`config.mk`:
```
export PLATFORM = sky130hd
export DESIGN_NAME = stage_fetch_flat
export DESIGN_NICKNAME = d
export VERILOG_FILES = /design/src/rtl/stage_fetch_if.sv /design/src/rtl/stage_fetch.sv /design/src/flat_wrapper.sv
export SDC_FILE = /design/constraint.sdc
export NUM_CORES = 1
export LEC_CHECK = 0
export CAP_MARGIN = 5
export CORE_MARGIN = 2
export CORE_UTILIZATION = 50
export DETAILED_ROUTE_END_ITERATION = 10
export PLACE_DENSITY = 0.72
export SLEW_MARGIN = 20
export SYNTH_ARGS = -nofsm -noshare
export SYNTH_HDL_FRONTEND = slang
export SYNTH_SLANG_ARGS = --single-unit
```
`constraint.sdc`:
```
create_clock -name clk -period 11.1 [get_ports clk]
set_input_delay 1.11 -clock clk [delete_from_list [all_inputs] [get_ports clk]]
set_output_delay 1.11 -clock clk [all_outputs]
set_load 0.01 [all_outputs]
```
`src/rtl/stage_fetch_if.sv`:
```
// Instruction-memory request/response bundle between stage_fetch (master) and the memory (slave).
interface stage_fetch_if #(
    parameter int INSTR_SIZE = 32
) ();
    logic                  imem_req_valid;
    logic                  imem_req_ready;
    logic [INSTR_SIZE-1:0] imem_req_addr;
    logic                  imem_rsp_valid;
    logic [INSTR_SIZE-1:0] imem_rsp_data;

    modport master (
        output imem_req_valid,
        output imem_req_addr,
        input  imem_req_ready,
        input  imem_rsp_valid,
        input  imem_rsp_data
    );

    modport slave (
        input  imem_req_valid,
        input  imem_req_addr,
        output imem_req_ready,
        output imem_rsp_valid,
        output imem_rsp_data
    );
endinterface

```
`src/rtl/stage_fetch.sv`:
```
// Instruction fetch stage: sequential PC requests, in-order responses into a small FIFO, redirect flush.
// Optional macro FETCH_PERF_EN adds perf_fetched / perf_bubbles counters.
//
// state | meaning
// BOOT  | one-cycle bubble after reset, no request
// RUN   | issue requests while credit allows
// DRAIN | discard stale in-flight responses after a redirect
module stage_fetch #(
    parameter int                  INSTR_SIZE      = 32,
    parameter logic [INSTR_SIZE-1:0] RESET_PC      = '0,
    parameter int                  BUF_DEPTH       = 4,
    parameter int                  MAX_OUTSTANDING = 2
) (
    input  logic                  clk,
    input  logic                  reset_n,
    stage_fetch_if.master         imem,
    input  logic                  redirect_valid,
    input  logic [INSTR_SIZE-1:0] redirect_pc,
    input  logic                  stall,
    output logic                  instr_valid,
    output logic [INSTR_SIZE-1:0] instr,
    output logic [INSTR_SIZE-1:0] pc_o
`ifdef FETCH_PERF_EN
    ,
    output logic [31:0]           perf_fetched,
    output logic [31:0]           perf_bubbles
`endif
);
    localparam int PW = $clog2(BUF_DEPTH);
    localparam int CW = PW + 1;

    typedef logic [CW-1:0] cnt_t;
    typedef logic [PW-1:0] ptr_t;
    typedef enum logic [1:0] {BOOT, RUN, DRAIN} state_t;

    localparam cnt_t        MAX_OUT_C = cnt_t'(MAX_OUTSTANDING);
    localparam logic [CW:0] DEPTH_C   = (CW+1)'(BUF_DEPTH);
    localparam logic [INSTR_SIZE-1:0] WORD_C = INSTR_SIZE'(4);

    state_t                state_q, state_d;
    logic [INSTR_SIZE-1:0] fetch_pc_q, fetch_pc_d;
    logic [INSTR_SIZE-1:0] rsp_pc_q, rsp_pc_d;
    cnt_t                  out_q, out_d;
    cnt_t                  drop_q, drop_d;
    cnt_t                  count_q, count_d;
    ptr_t                  wr_ptr_q, wr_ptr_d;
    ptr_t                  rd_ptr_q, rd_ptr_d;
    logic [INSTR_SIZE-1:0] pc_mem_q   [BUF_DEPTH];
    logic [INSTR_SIZE-1:0] data_mem_q [BUF_DEPTH];

    logic req_valid, req_fire, rsp_fire, push, pop, credit_ok;
    logic [INSTR_SIZE-1:0] target_pc;

    always_comb begin
        state_d    = state_q;
        req_valid  = 1'b0;
        target_pc  = redirect_pc & ~INSTR_SIZE'(3);
        // Credit covers in-flight requests so every response is guaranteed a FIFO slot.
        credit_ok  = (out_q < MAX_OUT_C) && (({1'b0, count_q} + {1'b0, out_q}) < DEPTH_C);

        case (state_q)
            BOOT:    state_d = RUN;
            RUN:     req_valid = credit_ok;
            DRAIN:   if (drop_q == '0) state_d = RUN;
            default: state_d = BOOT;
        endcase

        req_fire = req_valid && imem.imem_req_ready;
        rsp_fire = imem.imem_rsp_valid && (out_q != '0);
        push     = rsp_fire && (drop_q == '0) && !redirect_valid;
        pop      = (count_q != '0) && !stall && !redirect_valid;

        out_d      = out_q + cnt_t'(req_fire) - cnt_t'(rsp_fire);
        drop_d     = (rsp_fire && drop_q != '0) ? drop_q - cnt_t'(1) : drop_q;
        fetch_pc_d = req_fire ? fetch_pc_q + WORD_C : fetch_pc_q;
        rsp_pc_d   = push ? rsp_pc_q + WORD_C : rsp_pc_q;
        count_d    = count_q + cnt_t'(push) - cnt_t'(pop);
        wr_ptr_d   = push ? wr_ptr_q + ptr_t'(1) : wr_ptr_q;
        rd_ptr_d   = pop  ? rd_ptr_q + ptr_t'(1) : rd_ptr_q;

        // Everything still in flight after this edge, including a request accepted now, is stale.
        if (redirect_valid) begin
            fetch_pc_d = target_pc;
            rsp_pc_d   = target_pc;
            drop_d     = out_d;
            count_d    = '0;
            wr_ptr_d   = '0;
            rd_ptr_d   = '0;
            state_d    = (out_d != '0) ? DRAIN : RUN;
        end
    end

    always_ff @(posedge clk) begin
        if (!reset_n) begin
            state_q    <= BOOT;
            fetch_pc_q <= RESET_PC;
            rsp_pc_q   <= RESET_PC;
            out_q      <= '0;
            drop_q     <= '0;
            count_q    <= '0;
            wr_ptr_q   <= '0;
            rd_ptr_q   <= '0;
            for (int i = 0; i < BUF_DEPTH; i++) begin
                pc_mem_q[i]   <= '0;
                data_mem_q[i] <= '0;
            end
        end else begin
            state_q    <= state_d;
            fetch_pc_q <= fetch_pc_d;
            rsp_pc_q   <= rsp_pc_d;
            out_q      <= out_d;
            drop_q     <= drop_d;
            count_q    <= count_d;
            wr_ptr_q   <= wr_ptr_d;
            rd_ptr_q   <= rd_ptr_d;
            if (push) begin
                pc_mem_q[wr_ptr_q]   <= rsp_pc_q;
                data_mem_q[wr_ptr_q] <= imem.imem_rsp_data;
            end
        end
    end

    assign imem.imem_req_valid = req_valid;
    assign imem.imem_req_addr  = fetch_pc_q;
    assign instr_valid         = (count_q != '0);
    assign instr               = data_mem_q[rd_ptr_q];
    assign pc_o                = pc_mem_q[rd_ptr_q];

`ifdef FETCH_PERF_EN
    logic [31:0] perf_fetched_q, perf_bubbles_q;

    always_ff @(posedge clk) begin
        if (!reset_n) begin
            perf_fetched_q <= '0;
            perf_bubbles_q <= '0;
        end else begin
            if (pop) perf_fetched_q <= perf_fetched_q + 32'd1;
            if ((count_q == '0) && !stall && (state_q != BOOT))
                perf_bubbles_q <= perf_bubbles_q + 32'd1;
        end
    end

    assign perf_fetched = perf_fetched_q;
    assign perf_bubbles = perf_bubbles_q;
`endif
endmodule

```
`src/flat_wrapper.sv`:
```
// flat-port wrapper written by rule: the top's interface ports become plain ports
module stage_fetch_flat 
#(
    parameter int                  INSTR_SIZE      = 32,
    parameter logic [INSTR_SIZE-1:0] RESET_PC      = '0,
    parameter int                  BUF_DEPTH       = 4,
    parameter int                  MAX_OUTSTANDING = 2
)
  (clk, reset_n, redirect_valid, redirect_pc, stall, instr_valid, instr, pc_o, imem_imem_req_valid, imem_imem_req_addr, imem_imem_req_ready, imem_imem_rsp_valid, imem_imem_rsp_data);
  stage_fetch_if #(.INSTR_SIZE(INSTR_SIZE)) imem_i ();
  input  logic clk;
  input  logic reset_n;
  input  logic redirect_valid;
  input  logic [INSTR_SIZE-1:0] redirect_pc;
  input  logic stall;
  output logic instr_valid;
  output logic [INSTR_SIZE-1:0] instr;
  output logic [INSTR_SIZE-1:0] pc_o;
  output wire logic [$bits(imem_i.imem_req_valid)-1:0] imem_imem_req_valid;
  output wire logic [$bits(imem_i.imem_req_addr)-1:0] imem_imem_req_addr;
  input wire logic [$bits(imem_i.imem_req_ready)-1:0] imem_imem_req_ready;
  input wire logic [$bits(imem_i.imem_rsp_valid)-1:0] imem_imem_rsp_valid;
  input wire logic [$bits(imem_i.imem_rsp_data)-1:0] imem_imem_rsp_data;
  assign imem_imem_req_valid = imem_i.imem_req_valid;
  assign imem_imem_req_addr = imem_i.imem_req_addr;
  assign imem_i.imem_req_ready = imem_imem_req_ready;
  assign imem_i.imem_rsp_valid = imem_imem_rsp_valid;
  assign imem_i.imem_rsp_data = imem_imem_rsp_data;
  stage_fetch #(.INSTR_SIZE(INSTR_SIZE), .RESET_PC(RESET_PC), .BUF_DEPTH(BUF_DEPTH), .MAX_OUTSTANDING(MAX_OUTSTANDING)) u_core (.clk(clk), .reset_n(reset_n), .imem(imem_i), .redirect_valid(redirect_valid), .redirect_pc(redirect_pc), .stall(stall), .instr_valid(instr_valid), .instr(instr), .pc_o(pc_o));
endmodule
```
After elaboration in Yosys (flattened, before gate mapping)

Memory sizes are Yosys's and may differ from the RTL's. A register that Yosys moved wholly into a read port is not among the register bits.
Cells that the tools add are included.

$add $sub $neg: 10
Magnitude comparators: 2
Eq/ne operators: 4
Mux-type cells: 25
Bitwise gates (word level): 1
Reduce and logical (&&, ||, !) cells: 23

Operators by type and width:

| operator              | number |
|---|---|
| $mux 32               | 6 |
| $add 32x3->32 const B | 2 |
| $reduce_or 32->1      | 2 |
| $mux 2                | 9 |
| $reduce_bool 3->1     | 4 |
| $logic_and 1x1->1     | 8 |
| $mux 1                | 7 |
| $add 3x1->3           | 2 |
| $mux 3                | 2 |
| $pmux 2 s3            | 1 |
| $reduce_bool 2->1     | 3 |
| $sub 3x1->3           | 2 |
| $add 2x1->2 const B   | 2 |
| $add 3x3->4           | 1 |
| $lt 4x3->1 const B    | 1 |
| $logic_not 3->1       | 1 |
| $lt 3x2->1 const B    | 1 |
| $ne 3x2->1 const B    | 1 |
| $sub 3x1->3 const B   | 1 |
| $eq 2x1->1 const B    | 1 |
| $eq 2x2->1 const B    | 1 |
| $logic_not 1->1       | 2 |
| $logic_not 2->1       | 1 |
| $ne 2x2->1 const B    | 1 |
| other kinds (3)       | 3 |

Bits in registers: 79
RAM bits: 256
Input port bits: 70
Output and inout bits: 98
Word-level logic and storage cells: 77
Memories kept: 2

Memory list:

| memory            | depth | bits a word | rd ports | clocked after memory_dff | wr ports | line              | text |
|---|---|---|---|---|---|---|---|
| u_core.data_mem_q | 4     | 32          | 1        | 1                        | 4        | stage_fetch.sv:49 | `logic [INSTR_SIZE-1:0] data_mem_q [BUF_DEPTH];` |
| u_core.pc_mem_q   | 4     | 32          | 1        | 1                        | 4        | stage_fetch.sv:48 | `logic [INSTR_SIZE-1:0] pc_mem_q [BUF_DEPTH];` |

Depth between registers and ports, before layout

Depth in word-level cells: 10
Gate-level depth with buffers: 11

Worst setup path before layout

OpenSTA, ideal clock, no wires.

Kind: input to register
Start point: input port redirect_valid
End point: memory u_core.data_mem_q[2][0] (enable)
Library setup time: 575 ps
Arrival: 6132 ps
Slack: 4393 ps
Cell stages on the path: 3
Path through: clkbuf_1 -> clkbuf_1 -> o31ai_1

RTL lines:

| element            | line               | text |
|---|---|---|
| start: declaration | flat_wrapper.sv:13 | `input logic redirect_valid;` |
| end: declaration   | stage_fetch.sv:49  |  |

==> results by group <==
Synthesis
  – Number of synthesized flops with an enable pin: 248
  – Synth cell types: 52
  – Yosys warns: 0
  – Yosys top cell by area: edfxtp_1
  – Post-Syn Instances: 1087
  – Synth Cell Area: 14600 µm²
  – Sequential area share after synthesis: 61.5%
  – Top-count cell post-synth: edfxtp_1
  – Syn avg cell area: 13.5 µm²
  – Synth cell count leaders: 248 x edfxtp_1, 180 x and2_1, 77 x dfxtp_1
  – Main area contributors after synthesis: edfxtp_1 51%, dfxtp_1 11%, mux4_2 9.5%, and2_1 7.7%, and3_1 2.9%
  – Post-synth top flop: edfxtp_1
  – Async S/R FF share, synth: 0%
  – Top cell type's share of synthesized area: 50.9%
  – Synthesized flop and latch total: 325

Placement
  – HPWL after DPL: 18.8 mm
  – Routability congestion estimate: 0.835
  – Port-buffer cells: 161

Worst setup path
  – Flop-to-flop setup slack: 7.60 ns
  – Worst Setup End Kind: register
  – CP most frequent cell: buf_4
  – Crit path DAT: 4.65 ns
  – Worst Path Required: 11.22 ns
  – Crit Path Class: in2reg
  – Worst reg2reg path endpoint: u_core.pc_mem_q[0][28]
  – Crit path cell chain: clkdlybuf4s50_1 > buf_4 > inv_1 > nor2_4 > nand2_1 > nor3_4 > buf_4 > nand2b_4
  – FF-to-FF Start: u_core.drop_q[0]
  – Largest stage delay, worst path: 0.91 ns
  – R2R cell count: 8
  – Critical path's slowest cell: nand2b_4
  – Startpoint Class: input port
  – Max FO, Critical Path: 62

Detailed routing
  – Vias per cell: 5.66
  – # DRC: 0
  – Drt total wl: 32.6 mm
  – Avg WL per Cell: 20.0 µm
  – Pre-Repair DR Iteration Count: 5
  – Via count: 9218
  – DR iter-0 viols: 691
  – Post-route ant nets: 0

CTS
  – Clk buf depth: 3
  – # H-tree levels: 2
  – Cts bufs inserted: 34
  – Setup Fix Bufs, Post-CTS: 0
  – CTS root buf: clkbuf_16
  – CTS Hold Bufs: 0
  – Clock transition at path regs: 0.06 ns
  – CTS tree: done
  – Cts repair resizes: 0
  – Clk_lat worst skew: 0.51 ns
  – Sinks on Clock Net: 325

Pwr
  – Pwr dens: 168 nW/µm²
  – Static Leak: 0.00630 µW
  – Final Power: 2970 µW
  – VDD IR max: 97.6 µV

Layout
  – Antenna cells: 0
  – Layout cells sized above 1: 11.8%
  – Fillers: 2221
  – Nets: 1306
  – P&R area growth vs syn: 20.6%

Die
  – Die span in x: 175 µm
  – Die height: 175 µm
  – Core Region: 28800 µm²
  – Die area: 30600 µm²
  – I/O Pins: 168
  – Starting density of the core: 50.8%
  – Num rows: 62

Timing
  – Fmax: 221 MHz
  – RSZ-0062 raised after global routing: false
  – Final setup TNS: 0 ns
  – Max-slew violations: 0
  – Min Tclk post-route: 4.53 ns
  – Fin crit share: 40.8%
  – Final hold viol count: 0
  – Relative slew slack: 34.1%
  – Setup violators final: 0
  – Clock skew: 0.0170 ns
  – Worst slew pin tran: 0.988 ns

Run status
  – Outcome: finished clean

Global routing
  – Grt ovf: 0
  – Number of global-route vias before repair: 9381
  – Tot GR Track Use: 21.6%
  – First-pass GRT wire length: 51.5 mm
  – Initial antenna violation count: 0
  – Pin count of the biggest net entering global routing: 91

Hold path
  – Hold WC Path Type: reg2reg
  – Worst hold path depth: 2
  – Hold_sp: u_core.rd_ptr_q[1]

Job
  – Max Cap Violations: 0
[worst max-delay path: cells and delay by family]
| kind | cells | cell delay, ns |
|---|---|---|
| AND/OR/NAND/NOR | 4 | 1.79 |
| buffers and inverters | 4 | 1.69 |
[layout by cell type (no fill, tap or decap), drive strengths merged, types with 5 or more instances in the layout]
| master | synthesis | layout |
|---|---|---|
| o21ai | 37 | 37 |
| or3 | 5 | 5 |
| nor4 | 12 | 12 |
| clkinv | 1 | 13 |
| nand2 | 36 | 36 |
| clkbuf | 58 | 41 |
| inv | 20 | 22 |
| nand3 | 16 | 16 |
| nor2 | 27 | 27 |
| nand4 | 25 | 25 |
| dfxtp | 77 | 77 |
| edfxtp | 248 | 248 |
| xor2 | 26 | 26 |
| ha | 11 | 11 |
| a31oi | 6 | 6 |
| a21oi | 54 | 54 |
| xnor2 | 35 | 35 |
| and3 | 67 | 67 |
| nor3 | 21 | 21 |
| mux4 | 62 | 62 |
| nor3b | 5 | 5 |
| clkdlybuf4s50 | 0 | 161 |
| buf | 20 | 14 |
| and2 | 180 | 180 |
| and4 | 6 | 6 |
[where the power goes]
group	internal [µW]	total (µW)	switching [µW]	leakage [µW]
clock network	651	1100	450	0.000528
registers	1400	1450	51.5	0.00320
logic	187	421	234	0.00257
total	2240	2970	735	0.00630
[per-stage QoR]
| step | util [%] | worst slack, ns | hold slack (ns) | cells | area [µm²] |
|---|---|---|---|---|---|
| 6_report | 61.3 | 6.57 | 0.528 | 1629 | 17600 |
| 3_3_place_gp | 57.6 | 6.09 | 0.506 | 1571 | 16600 |
| 3_5_place_dp | 57.6 | 6.06 | 0.515 | 1571 | 16600 |
| 4_1_cts | 61.3 | 6.58 | 0.528 | 1629 | 17600 |
| 5_1_grt | 61.3 | 6.26 | 0.559 | 1629 | 17600 |
| 2_1_floorplan | - | 4.39 | 0.485 | 1090 | 14600 |
[how the worst max path moves through the flow]
stage                                    to  slack [ns]            from  cells after the start
global placement    u_core.data_mem_q[0][5]        6.09         reset_n                      8
CTS                  u_core.pc_mem_q[0][28]        6.58         reset_n                      8
finish               u_core.pc_mem_q[0][28]        6.57         reset_n                      8
global route         u_core.pc_mem_q[0][26]        6.26         reset_n                      8
floorplan           u_core.data_mem_q[2][0]        4.39  redirect_valid                      3
detailed placement  u_core.data_mem_q[0][5]        6.06         reset_n                      8
[kinds of logic after synthesis]
family | Yosys count | synth area share, %
simple gates | 416 | 17.2
mux | 63 | 9.62
compound gates | 109 | 4.00
buf+inv | 99 | 2.80
other cells | 1 | 0.0256
flops | 325 | 61.5
fa+ha+maj | 13 | 1.22
xor+xnor | 61 | 3.65
[flip-flops by register name, summed over array words and instances, names as in the netlist, named ones only]
register,flops
u_core.pc_mem_q,120
u_core.rsp_pc_q,30
u_core.wr_ptr_q,2
u_core.imem.imem_req_addr,30
u_core.data_mem_q,128
u_core.drop_q,3
u_core.count_q,3
u_core.state_q,2
u_core.rd_ptr_q,2
u_core.out_q,3
[metal layers]
layer  GRT usage, %  share of wire (%)  up-vias
met5              0                  0        -
met1           29.9                 43     4581
li1               -                  -     4271
met2           35.3                 48      317
met3           3.70                6.4       49
met4           6.63                2.2        0
[cell type report]
cell class	count	area (µm²)	share of cell area, %
Sequential cell	325	8990	51.0
Multi-Input combinational cell	666	5300	30.1
Timing Repair Buffer	175	1720	9.73
Clock buffer	41	908	5.15
Tap cell	384	480	2.72
Clock inverter	17	156	0.887
Inverter	21	78.8	0.447
Note: power is estimated with default switching activity, not from simulation.
